## config.mk

```make
export PLATFORM = sky130hd
export DESIGN_NAME = bcd_serial_sub
export DESIGN_NICKNAME = d
export VERILOG_FILES = /design/src/rtl/bcd_serial_sub.sv
export SDC_FILE = /design/constraint.sdc
export NUM_CORES = 1
export LEC_CHECK = 0
export ABC_CLOCK_PERIOD_IN_PS = 6800
export CORE_MARGIN = 1.5
export CORE_UTILIZATION = 55
export CTS_CLUSTER_DIAMETER = 40
export CTS_CLUSTER_SIZE = 30
export DETAILED_ROUTE_END_ITERATION = 7
export GPL_TIMING_DRIVEN = 0
export PLACE_DENSITY = 0.88
export SLEW_MARGIN = 20
export SYNTH_ARGS = -nofsm -noshare
export SYNTH_HDL_FRONTEND = slang
export SYNTH_SLANG_ARGS = --single-unit
```

## constraint.sdc

```tcl
create_clock -name clk -period 6.8 [get_ports clk]
set_clock_uncertainty 0.05 [all_clocks]
set_input_delay 1.7 -clock clk [delete_from_list [all_inputs] [get_ports clk]]
set_output_delay 1.7 -clock clk [all_outputs]
set_load 0.05 [all_outputs]
```

## src/rtl/bcd_serial_sub.sv

```systemverilog
// Digit-serial packed-BCD subtractor producing |a - b| as sign-magnitude.
// One digit per clock, least-significant digit first. A final borrow out of the
// CALC pass means a < b; the FIX pass then takes the ten's complement of the
// raw result, again digit-serially, to recover the magnitude.
module bcd_serial_sub #(
   parameter int unsigned DIGITS = 4
) (
   input  logic                  clk,
   input  logic                  rst,
   input  logic                  start,
   input  logic [4*DIGITS-1:0]   a,
   input  logic [4*DIGITS-1:0]   b,
   output logic                  busy,
   output logic                  done,
   output logic [4*DIGITS-1:0]   diff,
   output logic                  neg,
   output logic                  invalid
);

   localparam int unsigned   IW   = (DIGITS > 1) ? $clog2(DIGITS) : 1;
   localparam logic [IW-1:0] LAST = IW'(DIGITS - 1);

   localparam logic [1:0] S_IDLE = 2'd0;
   localparam logic [1:0] S_CALC = 2'd1;
   localparam logic [1:0] S_FIX  = 2'd2;
   localparam logic [1:0] S_DONE = 2'd3;

   logic [1:0]          state;
   logic [4*DIGITS-1:0] a_r;
   logic [4*DIGITS-1:0] b_r;
   logic [4*DIGITS-1:0] r_r;
   logic [IW-1:0]       idx;
   logic                borrow;

   logic                accept;
   logic                bad_in;
   logic [3:0]          x_dig;
   logic [3:0]          y_dig;
   logic signed [4:0]   t;
   logic signed [4:0]   t_fix;
   logic [3:0]          r_dig;
   logic                borrow_nxt;
   logic [4*DIGITS-1:0] r_nxt;
   logic                last_dig;

   function automatic logic has_bad_digit(input logic [4*DIGITS-1:0] x);
      logic bad;
      bad = 1'b0;
      for (int unsigned i = 0; i < DIGITS; i++) begin
         if (x[4*i +: 4] > 4'd9) bad = 1'b1;
      end
      return bad;
   endfunction

   // Request acceptance and operand validity, evaluated on the live inputs
   always_comb begin
      accept   = start && ((state == S_IDLE) || (state == S_DONE));
      bad_in   = has_bad_digit(a) || has_bad_digit(b);
      last_dig = (idx == LAST);
   end

   // Shared digit subtractor: CALC does a_i - b_i, FIX does 0 - r_i
   always_comb begin
      if (state == S_FIX) begin
         x_dig = 4'd0;
         y_dig = r_r[idx*4 +: 4];
      end else begin
         x_dig = a_r[idx*4 +: 4];
         y_dig = b_r[idx*4 +: 4];
      end
      t     = $signed({1'b0, x_dig}) - $signed({1'b0, y_dig}) - $signed({4'd0, borrow});
      t_fix = t + 5'sd10;
      if (t < 0) begin
         r_dig      = t_fix[3:0];
         borrow_nxt = 1'b1;
      end else begin
         r_dig      = t[3:0];
         borrow_nxt = 1'b0;
      end
      r_nxt = r_r;
      r_nxt[idx*4 +: 4] = r_dig;
   end

   // Control FSM plus working registers (latched operands, raw result, index, borrow)
   always_ff @(posedge clk) begin
      if (rst) begin
         state  <= S_IDLE;
         a_r    <= '0;
         b_r    <= '0;
         r_r    <= '0;
         idx    <= '0;
         borrow <= 1'b0;
      end else begin
         case (state)
            S_IDLE, S_DONE: begin
               if (accept) begin
                  a_r    <= a;
                  b_r    <= b;
                  r_r    <= '0;
                  idx    <= '0;
                  borrow <= 1'b0;
                  state  <= bad_in ? S_DONE : S_CALC;
               end else begin
                  state  <= S_IDLE;
               end
            end
            S_CALC: begin
               r_r    <= r_nxt;
               borrow <= borrow_nxt;
               if (last_dig) begin
                  idx <= '0;
                  if (borrow_nxt) begin
                     // a < b: restart the index with a fresh borrow for the complement pass
                     borrow <= 1'b0;
                     state  <= S_FIX;
                  end else begin
                     state  <= S_DONE;
                  end
               end else begin
                  idx <= idx + 1'b1;
               end
            end
            S_FIX: begin
               r_r    <= r_nxt;
               borrow <= borrow_nxt;
               if (last_dig) begin
                  idx   <= '0;
                  state <= S_DONE;
               end else begin
                  idx <= idx + 1'b1;
               end
            end
            default: state <= S_IDLE;
         endcase
      end
   end

   // Result registers: written only when entering DONE, held otherwise
   always_ff @(posedge clk) begin
      if (rst) begin
         diff    <= '0;
         neg     <= 1'b0;
         invalid <= 1'b0;
      end else begin
         case (state)
            S_IDLE, S_DONE: begin
               if (accept && bad_in) begin
                  diff    <= '0;
                  neg     <= 1'b0;
                  invalid <= 1'b1;
               end
            end
            S_CALC: begin
               if (last_dig && !borrow_nxt) begin
                  diff    <= r_nxt;
                  neg     <= 1'b0;
                  invalid <= 1'b0;
               end
            end
            S_FIX: begin
               if (last_dig) begin
                  diff    <= r_nxt;
                  neg     <= 1'b1;
                  invalid <= 1'b0;
               end
            end
            default: ;
         endcase
      end
   end

   // Status outputs decoded straight from the state register
   always_comb begin
      busy = (state == S_CALC) || (state == S_FIX);
      done = (state == S_DONE);
   end

endmodule

```

==> results by group <==
CTS
  • CTS Hold Bufs: 0
  • Clock-pin slew on the worst setup and hold paths: 0.08 ns
  • CTS Buf Count: 9
  • Clock buffer depth: 2
  • Root Buffer: clkbuf_8
  • CTS tree: built
  • Later-pin clock latency in the skew report: around 0.35 ns
  • H-tree depth: 3
  • Post-CTS sizing: 0
  • Clock sinks: slightly above 70
  • Postcts setup bufs: 0

Logic synthesis
  • Post-synthesis register bit count: 71
  • Sequential share of the synthesized area: 0.3913
  • Post-synthesis instance total: around 420
  • XOR/XNOR Fraction of Synth Area: 0.01137
  • Post-Synth Simple-Gate Area: 0.1994
  • FFs w/ async S/R, synth: 0
  • Synth Cell Area: 3632 um^2
  • Synth warn: 0
  • Post-Synth Adder-Cell Area: 0.05925
  • Top_reg_cell synth: dfxtp_1
  • Post-synthesis compound-gate area fraction: 0.1853
  • Syn_nets: about 480
  • Netlist cell types: 53
  • Post-synth EDFFs: 0
  • Mean Syn Cell Area: 8.567 um^2
  • Main combinational cell family by area after synthesis: simple AND/OR/NAND/NOR gates
  • Mux cell area share after synthesis: 0.09680

Critical path
  • Startpoint types: flop
  • Worst-path maximum fanout: 10
  • Critical Path AT: around 5.2 ns
  • Setup crit end kind: flop
  • Required time of the critical path: 6.99 ns
  • Crit Path Class: flop to flop

Power and ir drop
  • Overall Power: 2.150 mW
  • Leakage: 1.706 nW
  • Pwr per Cell Area: slightly below 500 nW/um^2
  • Maximum VDD drop: 0.5468 mV

STA
  • FMAX: around 200 MHz
  • Unrepaired setup endpoints after global routing: false
  • Final Cycle Share: 0.7305
  • Slew Limit Fails: 0
  • Worst-margin pin slew: a little over 0.7 ns
  • Final setup violation count: 0
  • TNS Setup: 0 ns
  • Minimum clock period: 4.967 ns
  • Slew HR: 0.5159
  • Endpoints failing hold: 0

Finish
  • P&R area growth vs syn: 22.36%
  • Design Area, Final: 4444 um^2
  • Layout cell share with drive strength beyond 1: 0.07895
  • Antenna Diode Count: 0
  • Fin nets: 540
  • Commonest non-fill, non-tap cell in the layout: nand2_1
  • Util after Layout: 0.6999
  • Most frequent cells in the layout: 95 x nand2_1, 71 x dfxtp_1, 54 x clkdlybuf4s50_1

Global route
  • Vias in the first global route: 3281
  • Initial antenna violation count: 0
  • Gr usage total: 0.2976
  • First-pass GRT wire length: ~16000 um
  • Largest net degree at the start of global routing: 13
  • Total grt overflow: 0

Placed design
  • GPL Wtd Cong: 0.9701
  • DP Wirelength: 7617 um
  • Port Buf Inserts: between 50 and 60
  • DP Area: 4269 um^2

Flow run
  • Max Cap Viol: 0

Floorplanning
  • Die H: approximately 84 um
  • Io pins: between 50 and 60
  • Die footprint: 7101 um^2
  • Die Span X: around 84 um
  • Starting Density: 0.5720
  • Core area: 6350 um^2
  • Rows: 29

Routing
  • Wire length per cell: 17.73 um
  • DRC: 0
  • Final wirelength: between 10000 and 15000 um
  • Initial DRT Pass Iterations: 6
  • Vias per inst: 6.119
  • Initial DRC Count: between 200 and 300
  • Via count: 3494
  • Antenna Nets Post-Route: 0

Hold path
  • Worst hold path type: flop to flop

Outcome
  • Status: finished clean
-- worst max-delay path, stage by stage (launching register included) --
cell and delay, ns:
dfxtp_1 0.38, ha_1 0.16, clkbuf_1 0.37, clkbuf_1 0.51
mux4_2 0.40, nand2_1 0.08, nand2_1 0.08, fa_1 0.47
fa_1 0.54, xnor2_1 0.18, ha_1 0.34, nor4b_1 0.16
a311oi_1 0.34, o221ai_2 0.27, a22oi_1 0.23, o21ai_0 0.11
and2_1 0.18
-- stage by stage --
step	cells	hold slack (ns)	setup slack (ns)
after floorplan	424	0.3815	2.741
after global placement	555	0.3891	2.178
after detailed placement	555	0.3928	1.938
after CTS	571	0.4038	1.903
after global routing	571	0.4209	1.601
final	571	0.4060	1.833
-- where the power goes --
part / switching (mW) / total, mW / internal, mW
sequential: 0.0507 / 0.545 / 0.494
combinational: 0.822 / 1.31 / 0.484
clock: 0.159 / 0.300 / 0.142
total: 1.03 / 2.15 / 1.12
-- area by class of cell --
type / instances / area (um^2)
plain buffers: 28 / 130.1
clock buffers: 11 / 141.4
clock inverters: 5 / 33.78
fillers: 515 / 1906
inverters: 20 / 75.07
multi-input cells: 305 / 2006
flip-flops and latches: 71 / 1421
well taps: 77 / 96.34
repair buffers: 54 / 540.5
-- cells in the mapped netlist, types with 4 or more instances --
cell,count,share of area
o21ai_0,9,0.012
o2bb2ai_1,7,0.017
clkbuf_1,18,0.019
mux2i_1,7,0.019
a32o_1,6,0.017
a31oi_1,4,0.0069
buf_2,5,0.0069
nor3_1,4,0.0055
nand3_1,9,0.012
mux4_2,9,0.056
a21oi_1,49,0.068
inv_1,20,0.021
dfxtp_1,71,0.39
nand2_1,95,0.098
a22oi_1,11,0.023
ha_1,14,0.048
nor2_1,29,0.030
and2_1,7,0.012
-- cells by family after synthesis --
group	count (synthesis)
adders and majority gates	16
muxes	19
buffers and inverters	48
AOI/OAI and AO/OA	102
and+or+nand+nor	165
DFF	71
xor gates and xnor gates	3
-- layer usage --
| layer | GRT usage | routed length, um | vias up |
|---|---|---|---|
| met3 | 0.07965 | 829 | 34 |
| met2 | 0.4575 | 4799 | 186 |
| li1 | - | - | 1622 |
| met1 | 0.3936 | 4187 | 1652 |
| met5 | 0 | 0 | - |
| met4 | 0.1356 | 309 | 0 |
-- flip-flops by register name, indices dropped and copies added (netlist names) --
register	cells
r_r	16
diff	16
idx	2
a_r	16
state	2
neg	1
invalid	1
b_r	16
borrow	1
-- worst paths after layout --
check	startpoint	end	slack, ns	cells after the start
max	state[1]	r_r[10]	1.83	16
max reg2reg	state[1]	r_r[10]	1.83	16
min	a_r[0]	a_r[0]	0.41	2
min reg2reg	a_r[0]	a_r[0]	0.41	2
Note: power is estimated with default switching activity, not from simulation.
